### src/rtl/ws_array_seq_if.sv
// ws_array_seq_if
// Bundles the job-control, weight-load, row-stream and array-facing signals of
// the weight-stationary array sequencer into one interface.
//
// Parameters
//   K      array reduction height (operand lanes per row)
//   N      array width (weight columns / result columns)
//   WIDTH  operand element width
//   M_MAX  maximum rows per job; CW = $clog2(M_MAX+1)
//
// Signal summary (direction seen from the sequencer, modport slave)
//   in : start, load_w, m_rows[CW], w_valid, w_col[WIDTH*K], a_valid, a_row[WIDTH*K]
//   out: w_ready, a_ready, weight_wen, weight_din[WIDTH*K], operand_a[WIDTH*K],
//        data_valid, col_valid[N], busy, done
//   out (only with WS_ARRAY_SEQ_PERF_EN): perf_busy_cyc[32], perf_bubble_cyc[32]
//
// The master modport is the mirror image, for whatever issues jobs and data.
interface ws_array_seq_if #(
    parameter int K     = 32,
    parameter int N     = 32,
    parameter int WIDTH = 8,
    parameter int M_MAX = 1024
);
    localparam int CW = $clog2(M_MAX + 1);

    logic                 start;
    logic                 load_w;
    logic [CW-1:0]        m_rows;
    logic                 w_valid;
    logic                 w_ready;
    logic [WIDTH*K-1:0]   w_col;
    logic                 a_valid;
    logic                 a_ready;
    logic [WIDTH*K-1:0]   a_row;
    logic                 weight_wen;
    logic [WIDTH*K-1:0]   weight_din;
    logic [WIDTH*K-1:0]   operand_a;
    logic                 data_valid;
    logic [N-1:0]         col_valid;
    logic                 busy;
    logic                 done;
`ifdef WS_ARRAY_SEQ_PERF_EN
    logic [31:0]          perf_busy_cyc;
    logic [31:0]          perf_bubble_cyc;
`endif

    modport slave (
        input  start, load_w, m_rows, w_valid, w_col, a_valid, a_row,
        output w_ready, a_ready, weight_wen, weight_din, operand_a,
               data_valid, col_valid, busy, done
`ifdef WS_ARRAY_SEQ_PERF_EN
        , output perf_busy_cyc, perf_bubble_cyc
`endif
    );

    modport master (
        output start, load_w, m_rows, w_valid, w_col, a_valid, a_row,
        input  w_ready, a_ready, weight_wen, weight_din, operand_a,
               data_valid, col_valid, busy, done
`ifdef WS_ARRAY_SEQ_PERF_EN
        , input perf_busy_cyc, perf_bubble_cyc
`endif
    );
endinterface

### src/rtl/ws_array_seq.sv
// ws_array_seq
// Sequencer for a K x N weight-stationary systolic array. A job optionally
// reloads N weight columns (first accepted column is array column N-1, last is
// column 0), then streams m_rows A rows into the array with a per-lane skew
// (lane k delayed k extra cycles), then flushes until every column has reported
// its last result, and finally pulses done.
//
// Ports
//   clk  rising-edge clock
//   rst  synchronous active-high reset; clears all state and outputs
//   bus  ws_array_seq_if.slave (job control, weight/row handshakes, array side)
//
// Optional feature: define WS_ARRAY_SEQ_PERF_EN to add saturating 32-bit
// counters perf_busy_cyc (cycles with busy=1) and perf_bubble_cyc (STREAM
// cycles with a_valid=0). They only clear on rst and accumulate across jobs.
module ws_array_seq #(
    parameter int K     = 32,
    parameter int N     = 32,
    parameter int WIDTH = 8,
    parameter int M_MAX = 1024
) (
    input  logic           clk,
    input  logic           rst,
    ws_array_seq_if.slave  bus
);
    localparam int CW = $clog2(M_MAX + 1);
    localparam int WW = $clog2(N + 1);
    localparam int FW = $clog2(K + N + 2);
    localparam int TW = K + N + 1;

    localparam logic [CW-1:0] M_MAX_C = CW'(M_MAX);
    localparam logic [WW-1:0] W_LAST  = WW'(N - 1);
    localparam logic [FW-1:0] F_LAST  = FW'(K + N + 1);
    localparam logic [FW-1:0] DV_LAST = FW'(K - 1);

    typedef enum logic [2:0] {IDLE, LOAD_W, STREAM, FLUSH, DONE} state_t;

    state_t               state_q, state_d;
    logic [CW-1:0]        m_rows_q, m_rows_d;
    logic [CW-1:0]        row_cnt_q, row_cnt_d;
    logic [WW-1:0]        w_cnt_q, w_cnt_d;
    logic [FW-1:0]        flush_cnt_q, flush_cnt_d;
    logic                 weight_wen_q, weight_wen_d;
    logic [WIDTH*K-1:0]   weight_din_q, weight_din_d;
    logic                 data_valid_q, data_valid_d;
    logic                 done_q, done_d;
    logic [TW-1:0]        tag_q, tag_d;

    logic                 w_acc;
    logic                 a_acc;
    logic [CW-1:0]        m_clamp;
    logic [WIDTH*K-1:0]   row_in;
    logic [WIDTH*K-1:0]   operand_a_w;

    assign w_acc   = bus.w_valid && (state_q == LOAD_W);
    assign a_acc   = bus.a_valid && (state_q == STREAM);
    assign m_clamp = (bus.m_rows > M_MAX_C) ? M_MAX_C : bus.m_rows;
    // Cycles in STREAM without a valid row push an all-zero bubble row.
    assign row_in  = a_acc ? bus.a_row : '0;

    assign bus.w_ready    = (state_q == LOAD_W);
    assign bus.a_ready    = (state_q == STREAM);
    assign bus.busy       = (state_q != IDLE);
    assign bus.done       = done_q;
    assign bus.weight_wen = weight_wen_q;
    assign bus.weight_din = weight_din_q;
    assign bus.data_valid = data_valid_q;
    assign bus.operand_a  = operand_a_w;
    // Tag bit i is the row pushed i cycles ago; column j reports K+1+j cycles
    // after its row entered the skew.
    assign bus.col_valid  = tag_q[TW-1 -: N];

    // Next-state logic; counters are cleared when a job is accepted, and
    // start is only looked at in IDLE so requests while busy are dropped.
    always_comb begin
        state_d     = state_q;
        m_rows_d    = m_rows_q;
        row_cnt_d   = row_cnt_q;
        w_cnt_d     = w_cnt_q;
        flush_cnt_d = '0;
        case (state_q)
            IDLE: begin
                if (bus.start) begin
                    m_rows_d  = m_clamp;
                    row_cnt_d = '0;
                    w_cnt_d   = '0;
                    if (bus.load_w)          state_d = LOAD_W;
                    else if (m_clamp != '0)  state_d = STREAM;
                    else                     state_d = DONE;
                end
            end
            LOAD_W: begin
                if (w_acc) begin
                    w_cnt_d = w_cnt_q + WW'(1);
                    if (w_cnt_q == W_LAST)
                        state_d = (m_rows_q != '0) ? STREAM : DONE;
                end
            end
            STREAM: begin
                if (a_acc && (row_cnt_q != m_rows_q)) begin
                    row_cnt_d = row_cnt_q + CW'(1);
                    if (row_cnt_q + CW'(1) == m_rows_q)
                        state_d = FLUSH;
                end
            end
            FLUSH: begin
                flush_cnt_d = flush_cnt_q + FW'(1);
                if (flush_cnt_q == F_LAST) begin
                    flush_cnt_d = '0;
                    state_d     = DONE;
                end
            end
            DONE:    state_d = IDLE;
            default: state_d = IDLE;
        endcase
    end

    // Registered outputs. data_valid stays up in FLUSH until the last row has
    // reached lane K-1; done is registered off the DONE state.
    always_comb begin
        weight_wen_d = w_acc;
        weight_din_d = w_acc ? bus.w_col : '0;
        data_valid_d = (state_q == STREAM) ||
                       ((state_q == FLUSH) && (flush_cnt_q < DV_LAST));
        done_d       = (state_q == DONE);
        tag_d        = {tag_q[TW-2:0], a_acc};
    end

    always_ff @(posedge clk) begin
        if (rst) begin
            state_q      <= IDLE;
            m_rows_q     <= '0;
            row_cnt_q    <= '0;
            w_cnt_q      <= '0;
            flush_cnt_q  <= '0;
            weight_wen_q <= 1'b0;
            weight_din_q <= '0;
            data_valid_q <= 1'b0;
            done_q       <= 1'b0;
            tag_q        <= '0;
        end else begin
            state_q      <= state_d;
            m_rows_q     <= m_rows_d;
            row_cnt_q    <= row_cnt_d;
            w_cnt_q      <= w_cnt_d;
            flush_cnt_q  <= flush_cnt_d;
            weight_wen_q <= weight_wen_d;
            weight_din_q <= weight_din_d;
            data_valid_q <= data_valid_d;
            done_q       <= done_d;
            tag_q        <= tag_d;
        end
    end

    // Skew: lane k is a (k+1)-deep shift chain, so a row pushed at edge t
    // shows lane k on operand_a after edge t+k.
    for (genvar k = 0; k < K; k++) begin : g_lane
        logic [WIDTH-1:0] chain_q [k+1];
        logic [WIDTH-1:0] chain_d [k+1];

        always_comb begin
            chain_d[0] = row_in[k*WIDTH +: WIDTH];
            for (int i = 1; i <= k; i++)
                chain_d[i] = chain_q[i-1];
        end

        always_ff @(posedge clk) begin
            if (rst) begin
                for (int i = 0; i <= k; i++)
                    chain_q[i] <= '0;
            end else begin
                for (int i = 0; i <= k; i++)
                    chain_q[i] <= chain_d[i];
            end
        end

        assign operand_a_w[k*WIDTH +: WIDTH] = chain_q[k];
    end

`ifdef WS_ARRAY_SEQ_PERF_EN
    logic [31:0] perf_busy_q, perf_busy_d;
    logic [31:0] perf_bubble_q, perf_bubble_d;

    // Saturating activity counters, cleared only by rst.
    always_comb begin
        perf_busy_d   = perf_busy_q;
        perf_bubble_d = perf_bubble_q;
        if ((state_q != IDLE) && (perf_busy_q != '1))
            perf_busy_d = perf_busy_q + 32'd1;
        if ((state_q == STREAM) && !bus.a_valid && (perf_bubble_q != '1))
            perf_bubble_d = perf_bubble_q + 32'd1;
    end

    always_ff @(posedge clk) begin
        if (rst) begin
            perf_busy_q   <= '0;
            perf_bubble_q <= '0;
        end else begin
            perf_busy_q   <= perf_busy_d;
            perf_bubble_q <= perf_bubble_d;
        end
    end

    assign bus.perf_busy_cyc   = perf_busy_q;
    assign bus.perf_bubble_cyc = perf_bubble_q;
`endif
endmodule

### src/flat_wrapper.sv
// flat-port wrapper written by rule: the top's interface ports become plain ports
module ws_array_seq_flat 
#(
    parameter int K     = 32,
    parameter int N     = 32,
    parameter int WIDTH = 8,
    parameter int M_MAX = 1024
)
  (clk, rst, bus_start, bus_load_w, bus_m_rows, bus_w_valid, bus_w_col, bus_a_valid, bus_a_row, bus_w_ready, bus_a_ready, bus_weight_wen, bus_weight_din, bus_operand_a, bus_data_valid, bus_col_valid, bus_busy, bus_done);
  ws_array_seq_if #(.K(K), .N(N), .WIDTH(WIDTH), .M_MAX(M_MAX)) bus_i ();
  input  logic clk;
  input  logic rst;
  input wire logic [$bits(bus_i.start)-1:0] bus_start;
  input wire logic [$bits(bus_i.load_w)-1:0] bus_load_w;
  input wire logic [$bits(bus_i.m_rows)-1:0] bus_m_rows;
  input wire logic [$bits(bus_i.w_valid)-1:0] bus_w_valid;
  input wire logic [$bits(bus_i.w_col)-1:0] bus_w_col;
  input wire logic [$bits(bus_i.a_valid)-1:0] bus_a_valid;
  input wire logic [$bits(bus_i.a_row)-1:0] bus_a_row;
  output wire logic [$bits(bus_i.w_ready)-1:0] bus_w_ready;
  output wire logic [$bits(bus_i.a_ready)-1:0] bus_a_ready;
  output wire logic [$bits(bus_i.weight_wen)-1:0] bus_weight_wen;
  output wire logic [$bits(bus_i.weight_din)-1:0] bus_weight_din;
  output wire logic [$bits(bus_i.operand_a)-1:0] bus_operand_a;
  output wire logic [$bits(bus_i.data_valid)-1:0] bus_data_valid;
  output wire logic [$bits(bus_i.col_valid)-1:0] bus_col_valid;
  output wire logic [$bits(bus_i.busy)-1:0] bus_busy;
  output wire logic [$bits(bus_i.done)-1:0] bus_done;
  assign bus_i.start = bus_start;
  assign bus_i.load_w = bus_load_w;
  assign bus_i.m_rows = bus_m_rows;
  assign bus_i.w_valid = bus_w_valid;
  assign bus_i.w_col = bus_w_col;
  assign bus_i.a_valid = bus_a_valid;
  assign bus_i.a_row = bus_a_row;
  assign bus_w_ready = bus_i.w_ready;
  assign bus_a_ready = bus_i.a_ready;
  assign bus_weight_wen = bus_i.weight_wen;
  assign bus_weight_din = bus_i.weight_din;
  assign bus_operand_a = bus_i.operand_a;
  assign bus_data_valid = bus_i.data_valid;
  assign bus_col_valid = bus_i.col_valid;
  assign bus_busy = bus_i.busy;
  assign bus_done = bus_i.done;
  ws_array_seq #(.K(K), .N(N), .WIDTH(WIDTH), .M_MAX(M_MAX)) u_core (.clk(clk), .rst(rst), .bus(bus_i));
endmodule
### config.mk
export PLATFORM = sky130hd
export DESIGN_NAME = ws_array_seq_flat
export DESIGN_NICKNAME = d
export VERILOG_FILES = /design/src/rtl/ws_array_seq_if.sv /design/src/rtl/ws_array_seq.sv /design/src/flat_wrapper.sv
export SDC_FILE = /design/constraint.sdc
export NUM_CORES = 2
export LEC_CHECK = 0
export ABC_CLOCK_PERIOD_IN_PS = 2400
export CAP_MARGIN = 20
export CELL_PAD_IN_SITES_DETAIL_PLACEMENT = 0
export CELL_PAD_IN_SITES_GLOBAL_PLACEMENT = 1
export CORE_MARGIN = 4
export CORE_UTILIZATION = 43
export CTS_BUF_LIST = sky130_fd_sc_hd__clkbuf_8
export CTS_CLUSTER_SIZE = 14
export DETAILED_ROUTE_END_ITERATION = 16
export HOLD_SLACK_MARGIN = 0.15
export PLACE_DENSITY = 0.88
export SLEW_MARGIN = 20
export SYNTH_ARGS = -nofsm -noshare
export SYNTH_HDL_FRONTEND = slang
export SYNTH_MEMORY_MAX_BITS = 65536
export SYNTH_SLANG_ARGS = --single-unit
### constraint.sdc
create_clock -name clk -period 2.4 [get_ports clk]
set_input_delay 0.24 -clock clk [delete_from_list [all_inputs] [get_ports clk]]
set_output_delay 0.24 -clock clk [all_outputs]
set_load 0.02 [all_outputs]
==> impl_results.md <==
* Status: finished, final reports clean
* Sw power at 32.78 mW
* FP Rows at 196
* Final setup viols at 0
* Syn Inst Count at 9886
* Critical Path Start Type: flip-flop
* Clk pin slew, worst setup/hold paths at 0.06 ns
* Share of layout cells above drive strength 1 at 9.468%
* Worst-skew pair later-pin latency at 1.16 ns
* Combinational group share of total power at 4.5%
* Top cell type's share of synthesized area at 74.18%
* CP endpoint kind: output port
* Main synth FF type: dfxtp_1
* Max_slew headroom at 43.15%
* Min cycle time layout at 2.236 ns
* Pre-CTS WS at 0.07457 ns
* Initial DRC count at 2613
* Core area at 0.2857 mm^2
* Die Y at 544.5 um
* Top cell type by total area after synthesis: dfxtp_1
* Vias per inst at 4.151
* Gpl congestion at 0.8641
* CTS root buf: clkbuf_8
* Max IR drop VDD at 663.3 uV
* Delay-heaviest family, CP: buffers and inverters
* Area delta synth->final at 30.34%
* Seq/Total Area, Yosys at 74.18%
* Non-filler cells, final at 16480
* Leak at 67.31 nW
* Initial antenna violation count at 106
* Final Hold Vio Count at 0
* WL final at 271.0 mm
* Max_cap viols at 0
* Sequential Area at 0.09183 mm^2
* H-tree levels at 6
* Crit-path max FO at 1
* Worst-Margin Slew at 0.8528 ns
* Clock power frac at 42.8%
* CTS tree: yes
* WP buf/inv at 1
* Unrepaired setup endpoints after global routing: yes
* Slowest Stage Delay on Critical Path at 0.58 ns
* Max Slew Vio Count at 0
* PortBufs at 1078
* Setup ws final at 0.1642 ns
* Async S/R FF share, synth at 0%
* Die width at 544.5 um
* CTS Sinks at 4586
* Crit-path slowest cell: clkdlybuf4s15_1
* Filler cells at 22980
* Routed len/inst at 16.45 um
* Power density over the cells at 907.7 mW/mm^2
* Syn nets at 10420
* Netlist cell types at 51
* DRC Markers at 0
* Seq pwr share at 52.8%
* Vias post-DR at 68400
* Final net count at 12670
* CP Class: reg -> out
* Area of the die at 0.2965 mm^2
* Fin crit share at 93.16%
* Largest net degree at the start of global routing at 200
* Mapped Avg Cell Area at 12.52 um^2
* Area of the multi-input gates at 0.02978 mm^2
* Clk buf depth at 4
* Placed insts at 14350
* Initial DRT Pass Iterations at 5
* Most area-consuming cells after synthesis: dfxtp_1, nor2b_1, and2_1
* CP arrival at 2.00 ns
* Worst path required time at 2.16 ns
* Num ports at 1079
* FF+latch count, synth at 4586
* Tot GR Track Use at 17.70%
* Post-Syn Area at 0.1238 mm^2
* Final antenna-violating net count at 0
* Worst hold path class: in -> reg
* First-pass GRT wire length at 406.2 mm
* Hpwl dp at 177.9 mm
* Total global routing overflow at 0
* Fin Clk Skew at 0.09186 ns
* Vias in the first global route at 70420
* Total CTS buffers at 691
* Worst-path cell chain: clkdlybuf4s15_1
* Sw frac at 22.39%
* Internal at 113.6 mW
* Number of synthesized flops with an enable pin at 0
* Total of warnings raised by yosys at 0
* Starting density of the core at 43.32%
* Fmax achieved at 447.3 MHz
-- per-stage QoR --
stage	hold slack [ns]	TNS, ns	util (%)	cell area (um^2)	total power, mW
floorplan	0.3617	0	-	123800	81.22
global placement	0.4155	0	48.67	139000	84.17
detailed placement	0.4204	0	48.67	139000	84.20
CTS	0.1504	-0.1913	56.41	161200	148.5
global route	0.1551	-0.05147	56.43	161200	152.7
finish	0.3140	0	56.46	161300	146.4
-- flip-flops by register name, indices dropped and copies added, names as in the netlist --
name                   count
u_core.tag_q              65
u_core.bus.weight_wen      1
u_core.bus.done            1
u_core.m_rows_q           11
u_core.bus.weight_din    256
u_core.g_lane.chain_q   4224
u_core.w_cnt_q             6
u_core.bus.data_valid      1
u_core.state_q             3
u_core.flush_cnt_q         7
u_core.row_cnt_q          11
-- final timing paths --
check	start	to	slack, ns	cells after the start
worst max-delay path	u_core.bus.weight_din[150]$_SDFF_PP0_	bus_weight_din[150]	0.16	1
worst min-delay path	bus_w_col[194]	u_core.bus.weight_din[194]$_SDFF_PP0_	0.31	3
worst max register to register	u_core.m_rows_q[9]$_SDFFE_PP0P_	u_core.state_q[0]$_SDFFE_PP0P_	0.17	6
worst min register to register	u_core.g_lane[5].chain_q[0][9]$_SDFF_PP0_	u_core.g_lane[5].chain_q[0][17]$_SDFF_PP0_	0.38	1
-- Yosys cell counts (3+ instances only) --
cell type	instances
a21oi_1	8
a22o_1	9
and2_1	515
and3_1	3
buf_2	3
buf_4	34
clkbuf_1	511
dfxtp_1	4586
ha_1	4
inv_1	7
nand2_1	14
nand2b_1	4
nand3_1	8
nand3b_1	4
nand4_1	4
nor2_1	41
nor2b_1	4033
nor3_1	7
nor4_1	6
o2111ai_1	3
o21ai_0	10
o21ai_1	3
o31ai_1	3
or3_1	3
xnor2_1	13
xor2_1	14
-- power by group through the flow --
stage                     clock, mW  sequential (mW)  combinational (mW)
after detailed placement          0             78.9                5.29
after global routing           68.4             77.3                6.99
after global placement            0             78.9                5.26
after floorplan                   0             79.1                2.10
after CTS                      64.8             77.2                6.49
final                          62.6             77.3                6.52
-- cells by family (layout without fill, tap and decap cells) --
kind of cell             Yosys count  after routing  share of synthesized area (%)
buffers and inverters            555           3333                          1.789
adder cells (fa/ha/maj)            4              4                        0.04044
flip-flops                      4586           4586                          74.18
other                              0             50                              0
XOR/XNOR                          27             27                         0.1911
AO/OA/AOI/OAI                     58             58                         0.3518
multiplexers                       2              2                        0.01618
AND/OR/NAND/NOR                 4654           4654                          23.43
-- placed cells by master, fill, tap and decap left out, drive strengths merged, types with 4 or more instances in the layout --
cell           count
o21ai             13
and2             515
dlygate4sd2      509
a21oi              8
clkdlybuf4s15     23
clkbuf           852
a22o               9
clkinvlp          13
nor2b           4033
xor2              14
buf              182
nand4              4
nor4               6
bufinv            11
nand3              8
nand3b             4
nor2              41
diode             50
ha                 4
clkdlybuf4s50    535
xnor2             13
dlygate4sd3      860
inv              289
clkinv            58
nand2b             4
dfxtp           4586
nor3               7
or3                4
nand2             14
-- cell type report --
class                           instances  share of cell area, %
Sequential cell                      4586                  56.93
Timing Repair Buffer                 2110                  12.88
Tap cell                             3762                  2.918
Clock inverter                        364                  1.452
Multi-Input combinational cell       4745                  18.46
Inverter                                7                0.01629
Antenna cell                           50                0.07757
Clock buffer                          852                  7.270
-- metal layers --
layer	up-vias	routed length, um	track usage, %
met5	-	643	1.055
met4	34	8483	6.056
met3	634	20500	6.531
met2	1627	124300	28.57
met1	31610	117000	21.74
li1	34490	-	-
-- what timing repair did --
action,4_1_cts,5_1_grt
buffers inserted,1,0
setup endpoints to repair,538,5
hold buffers,861,0
endpoints found under the hold margin,4583,0
resized for setup,610,11
pin swaps,1,0
No activity file was read; power rests on OpenSTA's default activity.
